<file path="src/rtl/cpu_control_sequencer.sv">
// cpu_control_sequencer: multi-cycle fetch/decode/execute/writeback controller
// for the 16-bit CPU. It drives the program-counter controls, fetches over a
// req/ack handshake and strobes the ALU and register file. A fetch watchdog
// halts the core when instruction memory stops answering.
module cpu_control_sequencer #(
  parameter int ADDR_W      = 8,
  parameter int INSTR_W     = 16,
  parameter int MEM_TIMEOUT = 15
) (
  input  logic               clk,
  input  logic               reset,
  output logic               imem_req,
  input  logic               imem_ack,
  input  logic [INSTR_W-1:0] imem_rdata,
  input  logic               zero_flag,
  input  logic               alu_done,
  output logic               pc_inc,
  output logic               jump,
  output logic [ADDR_W-1:0]  jump_adr,
  output logic               branch,
  output logic [ADDR_W-1:0]  branch_adr,
  output logic [INSTR_W-1:0] ir,
  output logic               alu_start,
  output logic               reg_we,
  output logic               halted,
  output logic               fault
);

  typedef enum logic [2:0] {
    S_FETCH, S_DECODE, S_EXECUTE, S_WRITEBACK, S_HALT
  } state_t;

  // Last counter value still tolerated before the watchdog fires.
  localparam logic [7:0] TO_LAST = 8'(MEM_TIMEOUT - 1);

  state_t             r_state;
  state_t             w_next;
  logic               r_imem_req;
  logic               r_alu_start;
  logic               r_taken;
  logic               r_fault;
  logic [7:0]         r_cnt;
  logic [INSTR_W-1:0] r_ir;

  logic [3:0] w_op;
  logic       w_is_alu, w_is_ldi, w_is_jmp, w_is_beq, w_is_bne, w_is_halt;
  logic       w_ack_ok, w_timeout;
  logic       w_pc_inc, w_jump, w_branch, w_reg_we;

  // Opcode classification of the held instruction.
  assign w_op      = r_ir[INSTR_W-1 -: 4];
  assign w_is_alu  = (w_op >= 4'h1) && (w_op <= 4'h7);
  assign w_is_ldi  = (w_op == 4'h8);
  assign w_is_jmp  = (w_op == 4'h9);
  assign w_is_beq  = (w_op == 4'hA);
  assign w_is_bne  = (w_op == 4'hB);
  assign w_is_halt = (w_op == 4'hF);

  // An ack only counts while our request is actually on the bus.
  assign w_ack_ok  = r_imem_req & imem_ack;
  assign w_timeout = (r_state == S_FETCH) && !w_ack_ok && (r_cnt == TO_LAST);

  // State register.
  always_ff @(posedge clk or negedge reset) begin
    if (!reset) r_state <= S_FETCH;
    else        r_state <= w_next;
  end

  // Next-state selection and writeback strobes (PC controls are mutually exclusive).
  always_comb begin
    w_next   = r_state;
    w_pc_inc = 1'b0;
    w_jump   = 1'b0;
    w_branch = 1'b0;
    w_reg_we = 1'b0;
    unique case (r_state)
      S_FETCH: begin
        if (w_ack_ok)       w_next = S_DECODE;
        else if (w_timeout) w_next = S_HALT;
      end
      S_DECODE: w_next = S_EXECUTE;
      S_EXECUTE: begin
        if (w_is_halt)                 w_next = S_HALT;
        else if (!w_is_alu || alu_done) w_next = S_WRITEBACK;
      end
      S_WRITEBACK: begin
        w_next   = S_FETCH;
        w_reg_we = w_is_alu | w_is_ldi;
        w_jump   = w_is_jmp;
        w_branch = (w_is_beq | w_is_bne) & r_taken;
        w_pc_inc = !w_is_jmp && !((w_is_beq | w_is_bne) & r_taken);
      end
      S_HALT:  w_next = S_HALT;
      default: w_next = S_FETCH;
    endcase
  end

  // Fetch request, watchdog counter, instruction capture, ALU kick and branch decision.
  always_ff @(posedge clk or negedge reset) begin
    if (!reset) begin
      r_imem_req  <= 1'b0;
      r_cnt       <= 8'd0;
      r_ir        <= '0;
      r_fault     <= 1'b0;
      r_alu_start <= 1'b0;
      r_taken     <= 1'b0;
    end else begin
      // Request rises one cycle after entering FETCH and falls after the ack.
      r_imem_req <= (r_state == S_FETCH) && (w_next == S_FETCH);
      if ((r_state == S_FETCH) && !w_ack_ok) r_cnt <= r_cnt + 8'd1;
      else                                   r_cnt <= 8'd0;
      if (w_ack_ok) r_ir <= imem_rdata;
      if (w_timeout) r_fault <= 1'b1;
      r_alu_start <= (r_state == S_DECODE) && w_is_alu;
      if (r_state == S_EXECUTE)
        r_taken <= (w_is_beq & zero_flag) | (w_is_bne & ~zero_flag);
    end
  end

  assign imem_req   = r_imem_req;
  assign ir         = r_ir;
  assign jump_adr   = r_ir[ADDR_W-1:0];
  assign branch_adr = r_ir[ADDR_W-1:0];
  assign alu_start  = r_alu_start;
  assign pc_inc     = w_pc_inc;
  assign jump       = w_jump;
  assign branch     = w_branch;
  assign reg_we     = w_reg_we;
  assign halted     = (r_state == S_HALT);
  assign fault      = r_fault;

endmodule

</file>
<file path="config.mk">
export PLATFORM = sky130hd
export DESIGN_NAME = cpu_control_sequencer
export DESIGN_NICKNAME = d
export VERILOG_FILES = /design/src/rtl/cpu_control_sequencer.sv
export SDC_FILE = /design/constraint.sdc
export NUM_CORES = 1
export LEC_CHECK = 0
export BUFFER_PORTS_ARGS = -buffer_cell sky130_fd_sc_hd__buf_2
export CAP_MARGIN = 0
export CORE_MARGIN = 5
export CORE_UTILIZATION = 47
export DETAILED_ROUTE_END_ITERATION = 6
export PLACE_DENSITY = 0.78
export SKIP_LAST_GASP = 1
export SLEW_MARGIN = 10
export SYNTH_ARGS = -nofsm -noshare
export SYNTH_HDL_FRONTEND = slang
export SYNTH_SLANG_ARGS = --single-unit
export TNS_END_PERCENT = 5
</file>
<file path="constraint.sdc">
create_clock -name clk -period 1.7 [get_ports clk]
set_clock_uncertainty 0.2 [all_clocks]
set_input_delay 0.17 -clock clk [delete_from_list [all_inputs] [get_ports clk]]
set_output_delay 0.17 -clock clk [all_outputs]
set_load 0.01 [all_outputs]
</file>
==> impl_results.md, run 1 <==
* RSZ-0062 raised after global routing: yes
* Via count of the first global-routing pass at ~1,300
* Cell count of the worst reg-to-reg path at 3
* Post-synth EDFFs at 0
* Final core utilization at between 60% and 70%
* Number of standard-cell rows in the floorplan at 20
* Cell family with most CP delay: flip-flops
* Cell with the most instances after synthesis: sky130_fd_sc_hd__dfrtp_1
* FILL cells at 243
* I/O pin count at 61
* Post-synthesis cell type count at 30
* Number of cells in the design after placement at 216
* Type of element capturing the critical path: primary output
* Final period utilization at 103%
* Logic depth of the worst path, buffers included at 4
* Average via count per standard cell at 5.06
* Antenna violations before repair at 0
* Slowest cell on the critical path: sky130_fd_sc_hd__dfrtp_2
* Max-Cap Viols at 0
* Minimum period implied by the final worst setup slack at roughly 1.8 ns
* Number of iterations in the first detailed-routing pass at 4
* DRC violation total after the first TritonRoute iteration at 26
* Crit path largest cell delay at 0.46 ns
* Final-report max-slew violation count at 0
* Highest routed layer: met4
* Total cell area at the placement stage at 1720 um^2
* Horizontal die dimension at 66.5 um
* Growth of design area from synthesis to finish at 36.7%
* Final Power at 0.00334 W
* Worst max-slew margin expressed relative to the limit at a little under three fifths
* Top cells by area, synth: sky130_fd_sc_hd__dfrtp_1 52%, sky130_fd_sc_hd__mux2_2 12%, sky130_fd_sc_hd__buf_4 8.0%
* Synthesized flop and latch total at 31
* Hold violation total from the final report at 0
* Leakage component of the power at 0.988 nW
* Net Count, Synth at 153
* Post-layout nets at 230
* Sequence of cells on the critical path: nor3_4, xor2_1, nor2_1, buf_2
* Leading cell types by count after synthesis: 31 x sky130_fd_sc_hd__dfrtp_1, 16 x sky130_fd_sc_hd__buf_4, 16 x sky130_fd_sc_hd__mux2_2
* Share of final-layout standard cells stronger than drive strength 1 at 50.5%
* Worst EP arrival at 1.38 ns
* CTS root buf: sky130_fd_sc_hd__clkbuf_4
* CTS tree: built
* Number of buffers between clock root and the deepest sink at 2
* Finished layout cell area at 2050 um^2
* Clock-pin slew of the registers on the worst-case setup and hold paths at ~0.1 ns
* Initial standard-cell utilization of the core at 49.1%
* Die Footprint at 4420 um^2
* CTS buffer count at 5
* Final wirelength at between 3000 and 4000 um
* RePlAce Congestion at 0.780
* Max H-tree Level at 2
* Clock network latency to the later pin of the worst-skew pair at 0.33 ns
* Routed WL per cell at 14.7 um
* Area share of the largest cell type after synthesis at 51.8%
* M1 wire length at 1360 um
* Timing-limited maximum frequency at 570 MHz
* Count of nets left with antenna violations after detail routing at 0
* Number of synthesis warnings at 0
* Setup Slack @ Placement at around 0.12 ns
* Average cell area after synthesis at roughly 12 um^2
* Global-route wire length before repair at 6160 um
* Number of standard cells in the final layout excluding fillers at 252
* Post-Syn Area at 1500 um^2
* Power density over the cells at 1630 nW/um^2
* Core Box Area at 3050 um^2
* Total global-route track usage at 18.8%
* HPWL Detailed at 2310 um
* Highest ir drop seen on vdd at 0.999 mV
* Part of the Yosys area used for sequential elements at 51.8%
* Status: finished with violations
* Maximum number of pins on one net before global-route repair at 32
* WP buf/inv at 1
* Data required time at the worst endpoint at 1.33 ns
* Max Fanout on Critical Path at 3
* Sum of met3 wire segment lengths after detailed routing at 330 um
* Vias after detailed routing at approximately 1,300
* Chip height at around 66 um
* Leading register cell type out of synthesis: sky130_fd_sc_hd__dfrtp_1
* Grt total ovfl at 0
* Type of the worst setup path: reg -> out
* FFs w/ async S/R, synth at 100%
* DR WL met2 at 1900 um
* Number of antenna cells inserted at 0
* Smallest setup slack after layout at -0.0533 ns
* Post-synthesis instance total at 130
* Violated checks: setup timing
* Post-synth top area cell: sky130_fd_sc_hd__dfrtp_1
* Count of unresolved DRC violations after routing at 0
* Path type of the worst min-delay path: in -> async
* Port bufs at 60
* CTS sink cnt at 31
* Final count of negative-setup-slack endpoints at 2
* Startpoint type of the worst setup path: register
* Worst slew pin tran at 0.669 ns
-- sequential cells by signal, summed over array words and instances (netlist names) --
name       cells
imem_req       1
r_state        3
fault          1
ir            16
r_cnt          8
alu_start      1
r_taken        1
-- routing by layer --
layer / track usage (%) / up-vias
li1: - / 585
met1: 20.8 / 606
met2: 32.2 / 67
met3: 5.56 / 16
met4: 9.64 / 0
met5: 0 / -
-- stage by stage --
| step | hold WS [ns] | TNS [ns] |
|---|---|---|
| final | 0.193 | -0.0540 |
| after global routing | 0.254 | -0.514 |
| after CTS | 0.206 | -0.00887 |
| after detailed placement | 0.0387 | 0 |
| after global placement | 0.0325 | 0 |
| after floorplan | -0.326 | 0 |
-- what timing repair did --
action | CTS | global route
setup endpoints to repair | 3 | 5
gates cloned | 0 | 0
setup buffers | 7 | 2
hold endpoints to repair | 49 | 0
hold buffers | 19 | 0
gates resized for setup | 7 | 0
pin swaps | 1 | 2
-- cells in the final DEF, fill, tap and decap left out, drive strengths merged, types with 3 or more instances in the layout --
| cell type | Yosys | routed |
|---|---|---|
| mux2 | 16 | 16 |
| clkbuf | 0 | 6 |
| or3 | 4 | 4 |
| o21ai | 4 | 4 |
| nor2 | 9 | 9 |
| dfrtp | 31 | 31 |
| a21oi | 6 | 6 |
| nand2b | 4 | 4 |
| nand3 | 6 | 6 |
| xor2 | 4 | 4 |
| inv | 3 | 3 |
| buf | 18 | 69 |
| dlygate4sd3 | 0 | 19 |
| nand2 | 8 | 8 |
-- logic make-up after synthesis --
group / Yosys count / share of synthesized area, %
DFF: 31 / 51.8
muxes: 16 / 12.0
and+or+nand+nor: 42 / 15.1
buffers and inverters: 21 / 9.86
adders and majority gates: 2 / 1.67
AOI/OAI and AO/OA: 13 / 6.60
xor gates and xnor gates: 5 / 2.92
-- worst reg2reg max path, delay by kind of cell (launching register included) --
kind | cells | cell delay (ns)
flops | 1 | 0.43
compound gates | 1 | 0.22
simple gates | 2 | 0.73
-- worst paths after layout --
| path | start | to | slack (ns) |
|---|---|---|---|
| max | ir[14] | reg_we | -0.05 |
| min in group clk | imem_ack | r_state[0] | 0.29 |
| min reg2reg | fault | fault | 0.29 |
| max in group asynchronous | reset | ir[12] | 0.64 |
| max reg2reg | r_cnt[4] | r_state[2] | 0.05 |
| min | reset | ir[7] | 0.19 |
-- power breakdown --
group	internal (W)	switching [W]
sequential	0.00102	0.000265
clock	0.000159	0.000251
combinational	0.000805	0.000833
total	0.00199	0.00135
-- layout make-up --
class / instances / area [um^2] / area share [%]
multi-input cells: 78 / 588 / 28.7
repair buffers: 88 / 558 / 27.3
clock inverters: 2 / 12.5 / 0.611
flip-flops and latches: 31 / 781 / 38.1
well taps: 44 / 55.1 / 2.69
inverters: 3 / 11.3 / 0.550
clock buffers: 6 / 41.3 / 2.02
(Power assumes the default switching activity.)
==> inputs of run 2 (changes only) <==
- CTS_BUF_LIST: default -> sky130_fd_sc_hd__clkbuf_4 sky130_fd_sc_hd__clkbuf_8 sky130_fd_sc_hd__clkbuf_16
- CTS_CLUSTER_DIAMETER: default -> 30
==> impl_results.md, run 2 (same netlist as run 1, synthesis figures left out) <==
* Number of buffers between clock root and the deepest sink at 2 (unchanged)
* Via count of the first global-routing pass at 1,329 (unchanged)
* Cell count of the worst reg-to-reg path at 3 (unchanged)
* Maximum number of pins on one net before global-route repair at 32 (unchanged)
* Hold violation total from the final report at 0 (unchanged)
* Die Footprint at 4420 um^2 (unchanged)
* Startpoint type of the worst setup path: register
* Smallest setup slack after layout at -0.0509 ns (+0.00237 ns)
* Most common cell after layout, fill and taps aside: sky130_fd_sc_hd__buf_2
* Highest ir drop seen on vdd at 1.00 mV (about the same)
* Net switching share of the total power at 40.1% (-0.31 points)
* RePlAce Congestion at 0.780 (unchanged)
* Count of unresolved DRC violations after routing at 0 (unchanged)
* I/O pin count at 61 (unchanged)
* Portion of total power attributed to combinational logic at 48.9% (-0.2 points)
* Type of element capturing the critical path: primary output
* Post-layout nets at 230 (unchanged)
* Count of nets left with antenna violations after detail routing at 0 (unchanged)
* Worst slew pin tran at 0.669 ns (-0.000381 ns)
* Core Box Area at 3050 um^2 (unchanged)
* DRC violation total after the first TritonRoute iteration at 32 (+23%)
* RSZ-0062 raised after global routing: yes
* Average via count per standard cell at 4.97 (-1.6%)
* Final core utilization at 67.2% (+0.12 points)
* Crit path largest cell delay at 0.46 ns (about the same)
* HPWL Detailed at 2310 um (unchanged)
* Status: finished with violations
* Horizontal die dimension at 66.5 um (unchanged)
* Capture point of the worst reg-to-reg path: r_state[2]
* Clock-pin slew of the registers on the worst-case setup and hold paths at 0.10 ns (about the same)
* Number of iterations in the first detailed-routing pass at 4 (unchanged)
* Worst EP arrival at 1.38 ns (about the same)
* Final count of negative-setup-slack endpoints at 1 (-1)
* Vias after detailed routing at 1,253 (-1.6%)
* Type of the worst setup path: reg -> out
* Sequence of cells on the critical path: nor3_4, xor2_1, nor2_1, buf_2
* Max H-tree Level at 2 (unchanged)
* Total global-route track usage at 18.8% (unchanged)
* Clock share of power at 12.7% (+0.4 points)
* Final-report max-slew violation count at 0 (unchanged)
* CTS tree: built
* Clock network latency to the later pin of the worst-skew pair at 0.33 ns (about the same)
* Antenna violations before repair at 0 (unchanged)
* Number of standard-cell rows in the floorplan at 20 (unchanged)
* Max Fanout on Critical Path at 3 (unchanged)
* Power density over the cells at 1630 nW/um^2 (about the same)
* Final wirelength at 3710 um (+0.11%)
* Port bufs at 60 (unchanged)
* Leakage component of the power at 0.991 nW (+0.35%)
* Internal power summed over all cells at 0.00200 W (+0.80%)
* Initial standard-cell utilization of the core at 49.1% (unchanged)
* CTS sink cnt at 31 (unchanged)
* CTS buffer count at 5 (unchanged)
* Minimum period implied by the final worst setup slack at 1.75 ns (-0.00237 ns)
* Part of the power in registers at 38.5% (about the same)
* Timing-limited maximum frequency at 571 MHz (+0.14%)
* Register-to-register setup slack at 0.08 ns (+0.03 ns)
* Violated checks: setup timing
* Worst hold-check slack at 0.193 ns (+0.0000970 ns)
* Worst max-slew margin expressed relative to the limit at 55.4% (about the same)
* Growth of design area from synthesis to finish at 36.9%
* Switching power at 0.00134 W (-0.49%)
* Global-route wire length before repair at 6160 um (unchanged)
* Data required time at the worst endpoint at 1.33 ns (about the same)
* Routed WL per cell at 14.7 um (+0.11%)
* Number of standard cells in the final layout excluding fillers at 252 (unchanged)
* Final period utilization at 103% (-0.14 points)
* Chip height at 66.5 um (unchanged)
* Most frequent cells in the layout: 60 x sky130_fd_sc_hd__buf_2, 27 x sky130_fd_sc_hd__dfrtp_1, 19 x sky130_fd_sc_hd__dlygate4sd3_1, 16 x sky130_fd_sc_hd__mux2_2
* Max-Cap Viols at 0 (unchanged)
* Reg2reg start: r_cnt[4]
* Number of antenna cells inserted at 0 (unchanged)
* Path type of the worst min-delay path: in -> async
* Slowest cell on the critical path: sky130_fd_sc_hd__dfrtp_2
* Number of cells in the design after placement at 216 (unchanged)
* FILL cells at 241 (-0.82%)
* CTS root buf: sky130_fd_sc_hd__clkbuf_4
* Share of final-layout standard cells stronger than drive strength 1 at 51.0% (+0.48 points)
* Max reg flops at 16 (unchanged)
* Grt total ovfl at 0 (unchanged)
[run 2: worst max-delay path by stage]
stage | depth (start not counted) | to | startpoint
after floorplan | 3 | ir[10] | imem_req
after global placement | 3 | r_state[2] | r_cnt[4]
after detailed placement | 3 | r_state[2] | r_cnt[4]
after CTS | 4 | reg_we | ir[12]
after global routing | 4 | reg_we | ir[14]
final | 4 | reg_we | ir[14]
[run 2: area by class of cell]
cell class              count  area (um^2)  area share (%)
clock buffers               6         45.0            2.20
clock inverters             2         12.5           0.610
inverters                   3         11.3           0.549
multi-input cells          78          588            28.7
flip-flops and latches     31          781            38.1
well taps                  44         55.1            2.68
repair buffers             88          558            27.2
[run 2: per-stage QoR]
step	power (W)	area (um^2)	worst slack, ns	TNS [ns]
2_1_floorplan	0.00236	1500	0.211	0
3_3_place_gp	0.00259	1720	0.176	0
3_5_place_dp	0.00266	1720	0.116	0
4_1_cts	0.00329	2040	-0.00886	-0.00886
5_1_grt	0.00358	2050	-0.121	-0.521
6_report	0.00335	2050	-0.0509	-0.0509
[run 2: what timing repair did]
item | 4_1_cts | 5_1_grt
pin swaps | 1 | 2
resized for setup | 7 | 0
hold buffers | 19 | 0
buffers inserted | 7 | 2
gates cloned | 0 | 0
endpoints found under the hold margin | 49 | 0
setup endpoints to repair | 3 | 5
[run 2: critical path, delay by kind of cell (launching register included)]
kind	cells	cell delay, ns
flops	1	0.46
simple gates	2	0.28
xor+xnor	1	0.17
buf+inv	1	0.13
[run 2: metal layers]
metal	GRT usage, %	up-vias	routed length (um)
met4	9.64	0	117
met2	32.2	66	1880
li1	-	586	-
met1	20.8	588	1390
met3	5.56	13	319
met5	0	-	0
[run 2: power by group through the flow]
stage	clock network [W]	logic, W	registers [W]
3_3_place_gp	0	0.00133	0.00126
5_1_grt	0.000480	0.00177	0.00133
4_1_cts	0.000440	0.00158	0.00127
2_1_floorplan	0	0.000994	0.00137
6_report	0.000424	0.00163	0.00129
3_5_place_dp	0	0.00137	0.00129
==> inputs of run 3 (changes only) <==
- CORE_UTILIZATION: 47 -> 51
- PLACE_DENSITY: 0.78 -> 0.84
- RECOVER_POWER: default -> 50
- clock period: 1.7 -> 2.21 ns (I/O delays scaled with it)
==> impl_results.md, run 3 (same netlist as run 1, synthesis figures left out) <==
* Number of iterations in the first detailed-routing pass at 4 (unchanged)
* Worst EP arrival at 1.56 ns (+0.18 ns)
* CTS root buf: sky130_fd_sc_hd__clkbuf_4
* Final period utilization at 89.5%
* Type of element capturing the critical path: primary output
* Highest ir drop seen on vdd at 0.892 mV (-11%)
* Number of antenna cells inserted at 0 (unchanged)
* Clock network latency to the later pin of the worst-skew pair at 0.32 ns (about the same)
* Register area at 776 um^2 (-0.64%)
* Horizontal die dimension at 64.2 um (-3.4%)
* Multi-input gate area in the final layout at 574 um^2 (-2.3%)
* Antenna violations before repair at 0 (unchanged)
* CTS tree: built
* Number of standard-cell rows in the floorplan at 19 (-5.0%)
* Grt total ovfl at 0 (unchanged)
* Total global-route track usage at 17.3% (-1.5 points)
* Final-report max-slew violation count at 0 (unchanged)
* Path type of the worst min-delay path: in -> reg
* Max reg flops at 16 (unchanged)
* FILL cells at 209 (-13%)
* Port bufs at 60 (unchanged)
* Growth of design area from synthesis to finish at 27.7%
* Hold violation total from the final report at 0 (unchanged)
* Core Box Area at 2780 um^2 (-8.9%)
* Routed WL per cell at 14.3 um (-3.1%)
* Max Fanout on Critical Path at 7 (+4)
* Final wirelength at 3250 um (-12%)
* Smallest setup slack after layout at 0.231 ns (+0.282 ns)
* Final count of negative-setup-slack endpoints at 0 (-1)
* Leakage component of the power at 0.892 nW (-10%)
* Initial standard-cell utilization of the core at 53.8% (+4.8 points)
* Status: finished clean
* Count of unresolved DRC violations after routing at 0 (unchanged)
* Finished layout cell area at 1910 um^2 (-6.7%)
* Timing-limited maximum frequency at 505 MHz
* Post-CTS setup buffer count at 0 (-7)
* RSZ-0062 raised after global routing: no
* Resize count post-CTS at 0 (-7)
* Average via count per standard cell at 5.13 (+3.2%)
* Type of the worst setup path: reg -> out
* Worst slew pin tran at 0.744 ns (+0.0758 ns)
* Startpoint type of the worst setup path: register
* Number of buffers between clock root and the deepest sink at 2 (unchanged)
* I/O pin count at 61 (unchanged)
* Total cell area at the placement stage at 1700 um^2 (-0.95%)
* Max-Cap Viols at 0 (unchanged)
* Most common cell after layout, fill and taps aside: sky130_fd_sc_hd__buf_2
* Register-to-register setup slack at 0.61 ns (+0.53 ns)
* Most frequent cells in the layout: 40 x sky130_fd_sc_hd__buf_2, 31 x sky130_fd_sc_hd__dfrtp_1, 19 x sky130_fd_sc_hd__clkbuf_1, 18 x sky130_fd_sc_hd__dlygate4sd3_1, 16 x sky130_fd_sc_hd__mux2_2
* Post-layout nets at 220 (-4.3%)
* Minimum period implied by the final worst setup slack at 1.98 ns
* DRC violation total after the first TritonRoute iteration at 28 (-13%)
* RePlAce Congestion at 0.776 (-0.51%)
* Power density over the cells at 1230 nW/um^2 (-25%)
* Data required time at the worst endpoint at 1.79 ns (+0.46 ns)
* Global-route wire length before repair at 5570 um (-9.6%)
* Chip height at 64.2 um (-3.4%)
* Count of nets left with antenna violations after detail routing at 0 (unchanged)
* Vias after detailed routing at 1,170 (-6.6%)
* CTS buffer count at 5 (unchanged)
* Setup Slack @ Placement at 0.576 ns (+0.461 ns)
* Max H-tree Level at 2 (unchanged)
* HPWL Detailed at 2230 um (-3.5%)
* Die Footprint at 4120 um^2 (-6.7%)
* Setup tns final at 0 ns (+0.0509 ns)
* CTS sink cnt at 31 (unchanged)
* Worst max-slew margin expressed relative to the limit at 50.4% (-5.1 points)
* Via count of the first global-routing pass at 1,253 (-5.7%)
* Share of final-layout standard cells stronger than drive strength 1 at 36.0% (-15 points)
* Clock-pin slew of the registers on the worst-case setup and hold paths at 0.09 ns (about the same)
* Maximum number of pins on one net before global-route repair at 32 (unchanged)
run 3: cell count changes in the layout (fill, tap and decap cells not counted), sizes merged:
cell / delta
buf: -29
dlygate4sd3: -1
clkbuf: +20
clkinvlp: -1
run 3: report_power, final:
part / internal, W / switching [W] / total (W) / leakage, nW
Clock: 0.000147 / 0.000182 / 0.000329 / 0.0341
Sequential: 0.000780 / 0.000213 / 0.000993 / 0.385
Combinational: 0.000470 / 0.000553 / 0.00102 / 0.473
run 3: what timing repair did:
action | CTS | global route
hold buffers | 18 | 0
setup endpoints to repair | 0 | 0
hold endpoints to repair | 48 | 0
run 3: final cells by class:
class                           instances  share of cell area (%)
Inverter                                3                   0.589
Sequential cell                        31                    40.5
Clock buffer                            6                    2.68
Timing Repair Buffer                   78                    23.9
Tap cell                               31                    2.03
Multi-Input combinational cell         78                    30.0
Clock inverter                          1                   0.262
run 3: per-stage QoR:
stage | util [%] | hold WS, ns | total power, W | cells
after floorplan | - | -0.275 | 0.00182 | 130
after global placement | 61.1 | 0.0799 | 0.00199 | 203
after detailed placement | 61.1 | 0.0945 | 0.00204 | 203
after CTS | 69.6 | 0.0355 | 0.00240 | 228
after global routing | 68.8 | 0.0569 | 0.00254 | 228
final | 68.8 | 0.0678 | 0.00234 | 228
run 3: final timing paths:
path | startpoint | end | depth (start not counted)
worst min register to register | r_state[2] | r_state[1] | 1
worst max register to register | r_state[1] | r_state[2] | 3
max in group asynchronous | reset | fault | 2
min in group asynchronous | reset | ir[14] | 2
worst min-delay path | zero_flag | r_taken | 4
worst max-delay path | ir[13] | reg_we | 4
run 3: layer usage:
layer	wire [um]	track usage, %	vias up
li1	-	-	566
met1	1270	19.4	530
met2	1510	28.5	61
met3	334	5.95	13
met4	129	9.92	0
met5	0	0	-
run 3: worst max-delay path, cell delays in order, from the launching register on:
cell	delay (ns)
sky130_fd_sc_hd__dfrtp_1	0.46
sky130_fd_sc_hd__nor3_1	0.41
sky130_fd_sc_hd__xor2_1	0.18
sky130_fd_sc_hd__nor2_1	0.05
sky130_fd_sc_hd__buf_2	0.13
